`src/rtl/tetris_pkg.sv`:
```
// tetris_pkg: shared state/piece types, constants and LFSR helpers for the game controller
package tetris_pkg;
  typedef enum logic [2:0] {IDLE, SPAWN, FALL, CLEAR, OVER} game_state_t;
  typedef enum logic [3:0] {I = 4'd0, O, T, S, Z, J, L} tetromino_t;
  localparam logic [7:0] LFSR_SEED = 8'h5A;
  localparam logic [3:0] MAX_LEVEL = 4'd15;
  function automatic logic [7:0] lfsr_next(input logic [7:0] v);
    return {v[6:0], v[7] ^ v[5] ^ v[4] ^ v[3]};
  endfunction
  // the unused code 7 folds onto the upper bits so every ID stays reachable
  function automatic tetromino_t piece_id(input logic [7:0] v);
    return tetromino_t'(v[2:0] != 3'd7 ? {1'b0, v[2:0]} : v[5:3] == 3'd7 ? 4'd0 : {1'b0, v[5:3]});
  endfunction
endpackage

```
`src/rtl/tetris_game_ctrl_if.sv`:
```
// tetris_game_ctrl_if: input-layer, grid and status signals around the game controller
interface tetris_game_ctrl_if;
  logic start, btn_left, btn_right, btn_down, btn_rotate;
  logic piece_locked, row_cleared, grid_game_over;
  logic spawn, step_down, move_left, move_right, rotate, playing, game_over;
  logic [3:0] next_tetromino, level;
  logic [15:0] lines;
  modport master (
    output start, btn_left, btn_right, btn_down, btn_rotate, piece_locked, row_cleared, grid_game_over,
    input  spawn, next_tetromino, step_down, move_left, move_right, rotate, lines, level, playing, game_over
  );
  modport slave (
    input  start, btn_left, btn_right, btn_down, btn_rotate, piece_locked, row_cleared, grid_game_over,
    output spawn, next_tetromino, step_down, move_left, move_right, rotate, lines, level, playing, game_over
  );
endinterface

```
`src/rtl/input_repeater.sv`:
```
// input_repeater: request on a button's rising edge, then auto-repeat while it stays held
module input_repeater #(
  parameter int REPEAT_DELAY = 12_500_000,
  parameter int REPEAT_RATE  = 5_000_000,
  parameter int CNT_W        = 26
) (
  input  logic clk,
  input  logic rst,
  input  logic btn,
  output logic req
);
  logic prev, rep, fire;
  logic [CNT_W-1:0] cnt;
  always_comb begin
    fire = prev && cnt == (rep ? CNT_W'(REPEAT_RATE) : CNT_W'(REPEAT_DELAY));
    req = btn && (!prev || fire);
  end
  always_ff @(posedge clk or posedge rst)
    if (rst) begin
      prev <= 1'b0;
      rep <= 1'b0;
      cnt <= '0;
    end else begin
      prev <= btn;
      rep <= btn && (rep || fire);
      cnt <= !btn ? '0 : req ? CNT_W'(1) : cnt + CNT_W'(1);
    end
endmodule

```
`src/rtl/tetris_game_ctrl.sv`:
```
// tetris_game_ctrl: game-flow FSM sequencing spawn, gravity, player commands and line/level accounting
module tetris_game_ctrl #(
  parameter int GRAV_BASE    = 40_000_000,
  parameter int GRAV_STEP    = 2_000_000,
  parameter int GRAV_MIN     = 4_000_000,
  parameter int SOFT_PERIOD  = 8_000_000,
  parameter int REPEAT_DELAY = 12_500_000,
  parameter int REPEAT_RATE  = 5_000_000,
  parameter int CLEAR_PAUSE  = 1_000_000,
  parameter int CNT_W        = 26
) (
  input logic clk,
  input logic reset,
  tetris_game_ctrl_if.slave bus
);
  import tetris_pkg::*;
  game_state_t state, state_nx;
  tetromino_t held_id;
  logic [7:0] lfsr;
  logic [CNT_W-1:0] grav_cnt, clr_cnt, drop, period;
  logic [15:0] lines;
  logic [3:0] level, lil;
  logic pend_step, pend_rot, pend_l, pend_r, rot_prev;
  logic req_step, req_rot, req_l, req_r;
  logic iss_step, iss_rot, iss_l, iss_r;
  logic in_fall, keep, restart, count_row;
  input_repeater #(.REPEAT_DELAY(REPEAT_DELAY), .REPEAT_RATE(REPEAT_RATE), .CNT_W(CNT_W)) u_left (
    .clk(clk), .rst(reset), .btn(bus.btn_left && !bus.btn_right), .req(req_l)
  );
  input_repeater #(.REPEAT_DELAY(REPEAT_DELAY), .REPEAT_RATE(REPEAT_RATE), .CNT_W(CNT_W)) u_right (
    .clk(clk), .rst(reset), .btn(bus.btn_right && !bus.btn_left), .req(req_r)
  );
  always_comb begin
    drop = CNT_W'(level) * CNT_W'(GRAV_STEP);
    period = drop >= CNT_W'(GRAV_BASE - GRAV_MIN) ? CNT_W'(GRAV_MIN) : CNT_W'(GRAV_BASE) - drop;
    period = bus.btn_down && period > CNT_W'(SOFT_PERIOD) ? CNT_W'(SOFT_PERIOD) : period;
    in_fall = state == FALL;
    req_step = in_fall && grav_cnt >= period - CNT_W'(1);
    req_rot = bus.btn_rotate && !rot_prev;
    iss_step = in_fall && pend_step;
    iss_rot = in_fall && pend_rot && !pend_step;
    iss_l = in_fall && pend_l && !pend_step && !pend_rot;
    iss_r = in_fall && pend_r && !pend_step && !pend_rot && !pend_l;
    restart = bus.start && (state == IDLE || state == OVER);
    count_row = bus.row_cleared && (state == FALL || state == CLEAR);
    state_nx = state;
    unique case (state)
      IDLE, OVER: state_nx = bus.start ? SPAWN : state;
      SPAWN:      state_nx = FALL;
      FALL:       state_nx = bus.piece_locked ? CLEAR : FALL;
      CLEAR:      state_nx = clr_cnt >= CNT_W'(CLEAR_PAUSE - 1) ? SPAWN : CLEAR;
      default:    state_nx = IDLE;
    endcase
    if (bus.grid_game_over && state inside {SPAWN, FALL, CLEAR}) state_nx = OVER;
    keep = in_fall && state_nx == FALL;
  end
  always_ff @(posedge clk or posedge reset)
    if (reset) begin
      state <= IDLE;
      lfsr <= LFSR_SEED;
      held_id <= I;
      grav_cnt <= '0;
      clr_cnt <= '0;
      {pend_step, pend_rot, pend_l, pend_r, rot_prev} <= '0;
      lines <= '0;
      level <= '0;
      lil <= '0;
    end else begin
      state <= state_nx;
      lfsr <= lfsr_next(lfsr);
      rot_prev <= bus.btn_rotate;
      held_id <= state == SPAWN ? piece_id(lfsr) : held_id;
      grav_cnt <= state == SPAWN || req_step ? '0 : in_fall ? grav_cnt + CNT_W'(1) : grav_cnt;
      clr_cnt <= state == CLEAR ? clr_cnt + CNT_W'(1) : '0;
      pend_step <= keep && ((pend_step && !iss_step) || req_step);
      pend_rot <= keep && ((pend_rot && !iss_rot) || req_rot);
      pend_l <= keep && ((pend_l && !iss_l) || req_l);
      pend_r <= keep && ((pend_r && !iss_r) || req_r);
      if (restart) begin
        lines <= '0;
        level <= '0;
        lil <= '0;
      end else if (count_row) begin
        lines <= lines == 16'hFFFF ? lines : lines + 16'd1;
        lil <= lil == 4'd9 ? 4'd0 : lil + 4'd1;
        level <= lil == 4'd9 && level != MAX_LEVEL ? level + 4'd1 : level;
      end
    end
  assign bus.spawn = state == SPAWN;
  assign bus.next_tetromino = state == SPAWN ? piece_id(lfsr) : held_id;
  assign bus.step_down = iss_step;
  assign bus.rotate = iss_rot;
  assign bus.move_left = iss_l;
  assign bus.move_right = iss_r;
  assign bus.lines = lines;
  assign bus.level = level;
  assign bus.playing = state inside {SPAWN, FALL, CLEAR};
  assign bus.game_over = state == OVER;
endmodule

```
`src/flat_wrapper.sv`:
```
// flat-port wrapper written by rule: the top's interface ports become plain ports
module tetris_game_ctrl_flat import tetris_pkg::*;
#(
  parameter int GRAV_BASE    = 40_000_000,
  parameter int GRAV_STEP    = 2_000_000,
  parameter int GRAV_MIN     = 4_000_000,
  parameter int SOFT_PERIOD  = 8_000_000,
  parameter int REPEAT_DELAY = 12_500_000,
  parameter int REPEAT_RATE  = 5_000_000,
  parameter int CLEAR_PAUSE  = 1_000_000,
  parameter int CNT_W        = 26
)
  (clk, reset, bus_start, bus_btn_left, bus_btn_right, bus_btn_down, bus_btn_rotate, bus_piece_locked, bus_row_cleared, bus_grid_game_over, bus_spawn, bus_next_tetromino, bus_step_down, bus_move_left, bus_move_right, bus_rotate, bus_lines, bus_level, bus_playing, bus_game_over);
  tetris_game_ctrl_if bus_i ();
  input logic clk;
  input logic reset;
  input wire logic [$bits(bus_i.start)-1:0] bus_start;
  input wire logic [$bits(bus_i.btn_left)-1:0] bus_btn_left;
  input wire logic [$bits(bus_i.btn_right)-1:0] bus_btn_right;
  input wire logic [$bits(bus_i.btn_down)-1:0] bus_btn_down;
  input wire logic [$bits(bus_i.btn_rotate)-1:0] bus_btn_rotate;
  input wire logic [$bits(bus_i.piece_locked)-1:0] bus_piece_locked;
  input wire logic [$bits(bus_i.row_cleared)-1:0] bus_row_cleared;
  input wire logic [$bits(bus_i.grid_game_over)-1:0] bus_grid_game_over;
  output wire logic [$bits(bus_i.spawn)-1:0] bus_spawn;
  output wire logic [$bits(bus_i.next_tetromino)-1:0] bus_next_tetromino;
  output wire logic [$bits(bus_i.step_down)-1:0] bus_step_down;
  output wire logic [$bits(bus_i.move_left)-1:0] bus_move_left;
  output wire logic [$bits(bus_i.move_right)-1:0] bus_move_right;
  output wire logic [$bits(bus_i.rotate)-1:0] bus_rotate;
  output wire logic [$bits(bus_i.lines)-1:0] bus_lines;
  output wire logic [$bits(bus_i.level)-1:0] bus_level;
  output wire logic [$bits(bus_i.playing)-1:0] bus_playing;
  output wire logic [$bits(bus_i.game_over)-1:0] bus_game_over;
  assign bus_i.start = bus_start;
  assign bus_i.btn_left = bus_btn_left;
  assign bus_i.btn_right = bus_btn_right;
  assign bus_i.btn_down = bus_btn_down;
  assign bus_i.btn_rotate = bus_btn_rotate;
  assign bus_i.piece_locked = bus_piece_locked;
  assign bus_i.row_cleared = bus_row_cleared;
  assign bus_i.grid_game_over = bus_grid_game_over;
  assign bus_spawn = bus_i.spawn;
  assign bus_next_tetromino = bus_i.next_tetromino;
  assign bus_step_down = bus_i.step_down;
  assign bus_move_left = bus_i.move_left;
  assign bus_move_right = bus_i.move_right;
  assign bus_rotate = bus_i.rotate;
  assign bus_lines = bus_i.lines;
  assign bus_level = bus_i.level;
  assign bus_playing = bus_i.playing;
  assign bus_game_over = bus_i.game_over;
  tetris_game_ctrl #(.GRAV_BASE(GRAV_BASE), .GRAV_STEP(GRAV_STEP), .GRAV_MIN(GRAV_MIN), .SOFT_PERIOD(SOFT_PERIOD), .REPEAT_DELAY(REPEAT_DELAY), .REPEAT_RATE(REPEAT_RATE), .CLEAR_PAUSE(CLEAR_PAUSE), .CNT_W(CNT_W)) u_core (.clk(clk), .reset(reset), .bus(bus_i));
endmodule
```
`config.mk`:
```
export PLATFORM = sky130hd
export DESIGN_NAME = tetris_game_ctrl_flat
export DESIGN_NICKNAME = d
export VERILOG_FILES = /design/src/rtl/tetris_pkg.sv /design/src/rtl/tetris_game_ctrl_if.sv /design/src/rtl/input_repeater.sv /design/src/rtl/tetris_game_ctrl.sv /design/src/flat_wrapper.sv
export SDC_FILE = /design/constraint.sdc
export NUM_CORES = 1
export LEC_CHECK = 0
export CAP_MARGIN = 20
export CORE_UTILIZATION = 60
export CTS_BUF_LIST = sky130_fd_sc_hd__clkbuf_8
export DETAILED_ROUTE_END_ITERATION = 12
export PLACE_DENSITY = 0.79
export SLEW_MARGIN = 40
export SYNTH_ARGS = -nofsm -noshare
export SYNTH_HDL_FRONTEND = slang
export SYNTH_SLANG_ARGS = --single-unit
```
`constraint.sdc`:
```
create_clock -name clk -period 9.28 [get_ports clk]
set_clock_uncertainty 0.15 [all_clocks]
set_input_delay 1.856 -clock clk [delete_from_list [all_inputs] [get_ports clk]]
set_output_delay 1.856 -clock clk [all_outputs]
set_load 0.005 [all_outputs]
```
==> impl_metrics.env <==
export IMPL_syn_area_um2=9500
export IMPL_min_period_ps=8080
export IMPL_track_usage_pct=25.4
export IMPL_yosys_top_cells_area="dfrtp_1 39%, nor2_1 6.5%, ha_1 6.2%"
export IMPL_critPathKind="flip-flop to flip-flop"
export IMPL_p_sw_mw=0.375
export IMPL_vias=7638
export IMPL_cts_hold_buffers_added=0
export IMPL_rsz0062_at_grt="no"
export IMPL_rr_startpoint="u_core.bus.level[1]"
export IMPL_fmax_mhz=124
export IMPL_port_buffers=40
export IMPL_synth_edf_count=0
export IMPL_cts_resized=0
export IMPL_synth_most_common_cell="nor2_1"
export IMPL_die_height_um=128
export IMPL_path_clk_slew_ps=80
export IMPL_clkPwrFrac_pct=37.3
export IMPL_layout_setup_ws_ps=1200
export IMPL_holdPathEnd="u_core.lfsr[7]"
export IMPL_synth_top_area_share_pct=39.0
export IMPL_start_util_pct=62.0
export IMPL_grt_pass1_vias=7125
export IMPL_internal_power_mw=1.02
export IMPL_wl_per_cell_um=14.6
export IMPL_r2r_setup_slack_ps=1200
export IMPL_syn_nets=1134
export IMPL_drc_errors=0
export IMPL_crit_fanout=14
export IMPL_hp_class="flip-flop to flip-flop"
export IMPL_hold_start="u_core.lfsr[6]"
export IMPL_fin_nets=1169
export IMPL_peakVddDrop_uv=106
export IMPL_die_w_um=128
export IMPL_numCtsBuffers=17
export IMPL_area_growth_pct=10.4
export IMPL_tightest_slew_ps=825
export IMPL_drive_above_1_share_pct=5.54
export IMPL_clock_path_buffers=2
export IMPL_clockRootBuffer="clkbuf_8"
export IMPL_yosys_register_bits=152
export IMPL_clk_latency_ps=450
export IMPL_crit_path_start_kind="flip-flop"
export IMPL_multi_input_comb_area_um2=5410
export IMPL_io_pins=41
export IMPL_dp_slack_ps=1300
export IMPL_clock_sinks=152
export IMPL_grt_max_degree=96
export IMPL_ys_types=80
export IMPL_p_sw_share_pct=26.9
export IMPL_critPathArrivalTime_ps=8280
export IMPL_cp_end_kind="flip-flop"
export IMPL_max_slew_margin_rel_pct=44.9
export IMPL_syn_avg_cell_area_um2=8.86
export IMPL_routed_via_density=5.74
export IMPL_fillerInstances=1232
export IMPL_htreeDepth=4
export IMPL_gp_congestion=0.916
export IMPL_reg2reg_depth=26
export IMPL_hold_viol_final=0
export IMPL_grt_overflow_total=0
export IMPL_drtPass1Iterations=5
export IMPL_p_comb_share_pct=11.5
export IMPL_cts_tree="yes"
export IMPL_drv_cap=0
export IMPL_netlist_top_cells_count="164 x nor2_1, 148 x dfrtp_1, 123 x nand2_1, 65 x xnor2_1, 63 x xor2_1"
export IMPL_drtIter0Drc=494
export IMPL_dieArea_um2=16300
export IMPL_status="completed"
export IMPL_yosysWarnings=0
export IMPL_tns_ps=0
export IMPL_std_cell_rows=45
export IMPL_r2r_end="u_core.grav_cnt[8]"
export IMPL_p_per_area_nw_per_um2=133
export IMPL_synth_ff_type="dfrtp_1"
export IMPL_ant_nets=0
export IMPL_synthArstFlopShare_pct=100
export IMPL_holdPathStages=0
export IMPL_yosysSeqAreaShare_pct=40.1
export IMPL_detailed_place_hpwl_um=14000
export IMPL_diodes=0
export IMPL_antenna_found_initial=0
export IMPL_synth_top_cell_by_area="dfrtp_1"
export IMPL_post_cts_buffers=0
export IMPL_p_leak_nw=4.42
export IMPL_grt_pass1_wl_um=33600
export IMPL_core_area_um2=15300
export IMPL_finalMaxSlewViolations=0
export IMPL_fin_crit_sh_pct=87.0
export IMPL_p_seq_share_pct=51.1
export IMPL_wl_um=19500
export IMPL_sequential_cell_area_um2=3810
export IMPL_setup_violations=0
export IMPL_syn_inst=1072
export IMPL_worstPathRequired_ps=9480
state kept, by name, summed over array words and instances, names as in the netlist:
name,cells
u_core.pend_step,1
u_core.bus.lines,16
u_core.rot_prev,1
u_core.lfsr,8
u_core.u_right.rep,1
u_core.grav_cnt,26
u_core.u_left.prev,1
u_core.clr_cnt,26
u_core.held_id,4
u_core.u_right.cnt,26
u_core.pend_l,1
u_core.u_left.cnt,26
u_core.state,3
u_core.bus.level,4
u_core.lil,4
u_core.pend_r,1
u_core.u_right.prev,1
u_core.pend_rot,1
u_core.u_left.rep,1
worst max path at each step:
stage | startpoint | end
final | u_core.bus.level[1] | u_core.grav_cnt[8]
after global routing | u_core.bus.level[1] | u_core.grav_cnt[8]
after CTS | u_core.bus.level[1] | u_core.grav_cnt[8]
after detailed placement | u_core.bus.level[1] | u_core.grav_cnt[8]
after global placement | u_core.bus.level[1] | u_core.grav_cnt[25]
after floorplan | u_core.bus.level[1] | u_core.grav_cnt[14]
placed cells by master (no fill, tap or decap), types with 5 or more instances in the layout:
cell,instances
nor2_1,163
dfrtp_1,148
nand2_1,122
xnor2_1,65
xor2_1,63
nand3_1,52
ha_1,47
inv_1,46
clkdlybuf4s50_1,40
a21oi_1,33
nand4_1,31
o21ai_0,31
nor3_1,22
or3_1,21
clkbuf_8,19
and2_1,15
and3_1,15
nor2b_1,12
nor4_1,12
and4_1,11
nand2b_1,10
a31oi_1,9
or2_2,7
a21o_1,7
a211oi_1,6
nor3b_1,5
o211ai_1,5
mux2i_1,5
nor4b_1,5
fa_1,5
layer usage:
layer / vias to the layer above / track usage [%] / wire length, um
met5: - / 0 / 0
met4: 0 / 7.20 / 263
met3: 23 / 4.17 / 674
met2: 138 / 40.2 / 9220
met1: 3693 / 36.1 / 9310
li1: 3784 / - / -
through the flow:
step	power [mW]	cells	instance area, um2	util (%)	hold slack (ps)
floorplan	0.827	1072	9500	-	229
global placement	0.881	1299	10100	65.7	231
detailed placement	0.885	1299	10100	65.7	241
CTS	1.41	1331	10500	68.4	252
global route	1.46	1331	10500	68.4	259
finish	1.39	1331	10500	68.4	249
logic make-up after synthesis:
kind of cell | after synthesis | synth area share (%)
adder cells (fa/ha/maj) | 53 | 7.35
flip-flops | 152 | 40.1
buffers and inverters | 70 | 2.96
XOR/XNOR | 128 | 11.8
AO/OA/AOI/OAI | 140 | 9.99
multiplexers | 7 | 0.804
AND/OR/NAND/NOR | 522 | 27.0
power by group through the flow:
stage          logic [mW]  registers (mW)  clock network, mW
2_1_floorplan       0.110           0.717                  0
3_3_place_gp        0.157           0.724                  0
3_5_place_dp        0.161           0.725                  0
4_1_cts             0.162           0.712              0.531
5_1_grt             0.182           0.717              0.559
6_report            0.161           0.713              0.521
critical path, stage by stage (launching register included):
cell and delay, ps:
dfrtp_1 550, inv_1 210, ha_1 320, inv_1 50, fa_1 540, inv_1 70
fa_1 600, nor2b_1 330, nand2_1 180, a31oi_1 360, mux2_2 400, nor4_1 430
a22oi_2 250, nand2_1 130, ha_1 270, o2111a_1 310, o211ai_1 210, nor4_1 320
o21ai_1 100, ha_1 320, a21o_1 160, a21o_1 160, a21oi_1 290, nand4b_1 150
o21ai_1 550, nand2_1 270, o31ai_1 290
area by class of cell:
class,instances,share of cell area (%)
Inverter,45,1.68
Clock buffer,19,2.49
Sequential cell,152,36.3
Clock inverter,13,1.46
Multi-Input combinational cell,850,51.6
Timing Repair Buffer,41,3.89
Tap cell,211,2.52
Note: power is estimated with default switching activity, not from simulation.
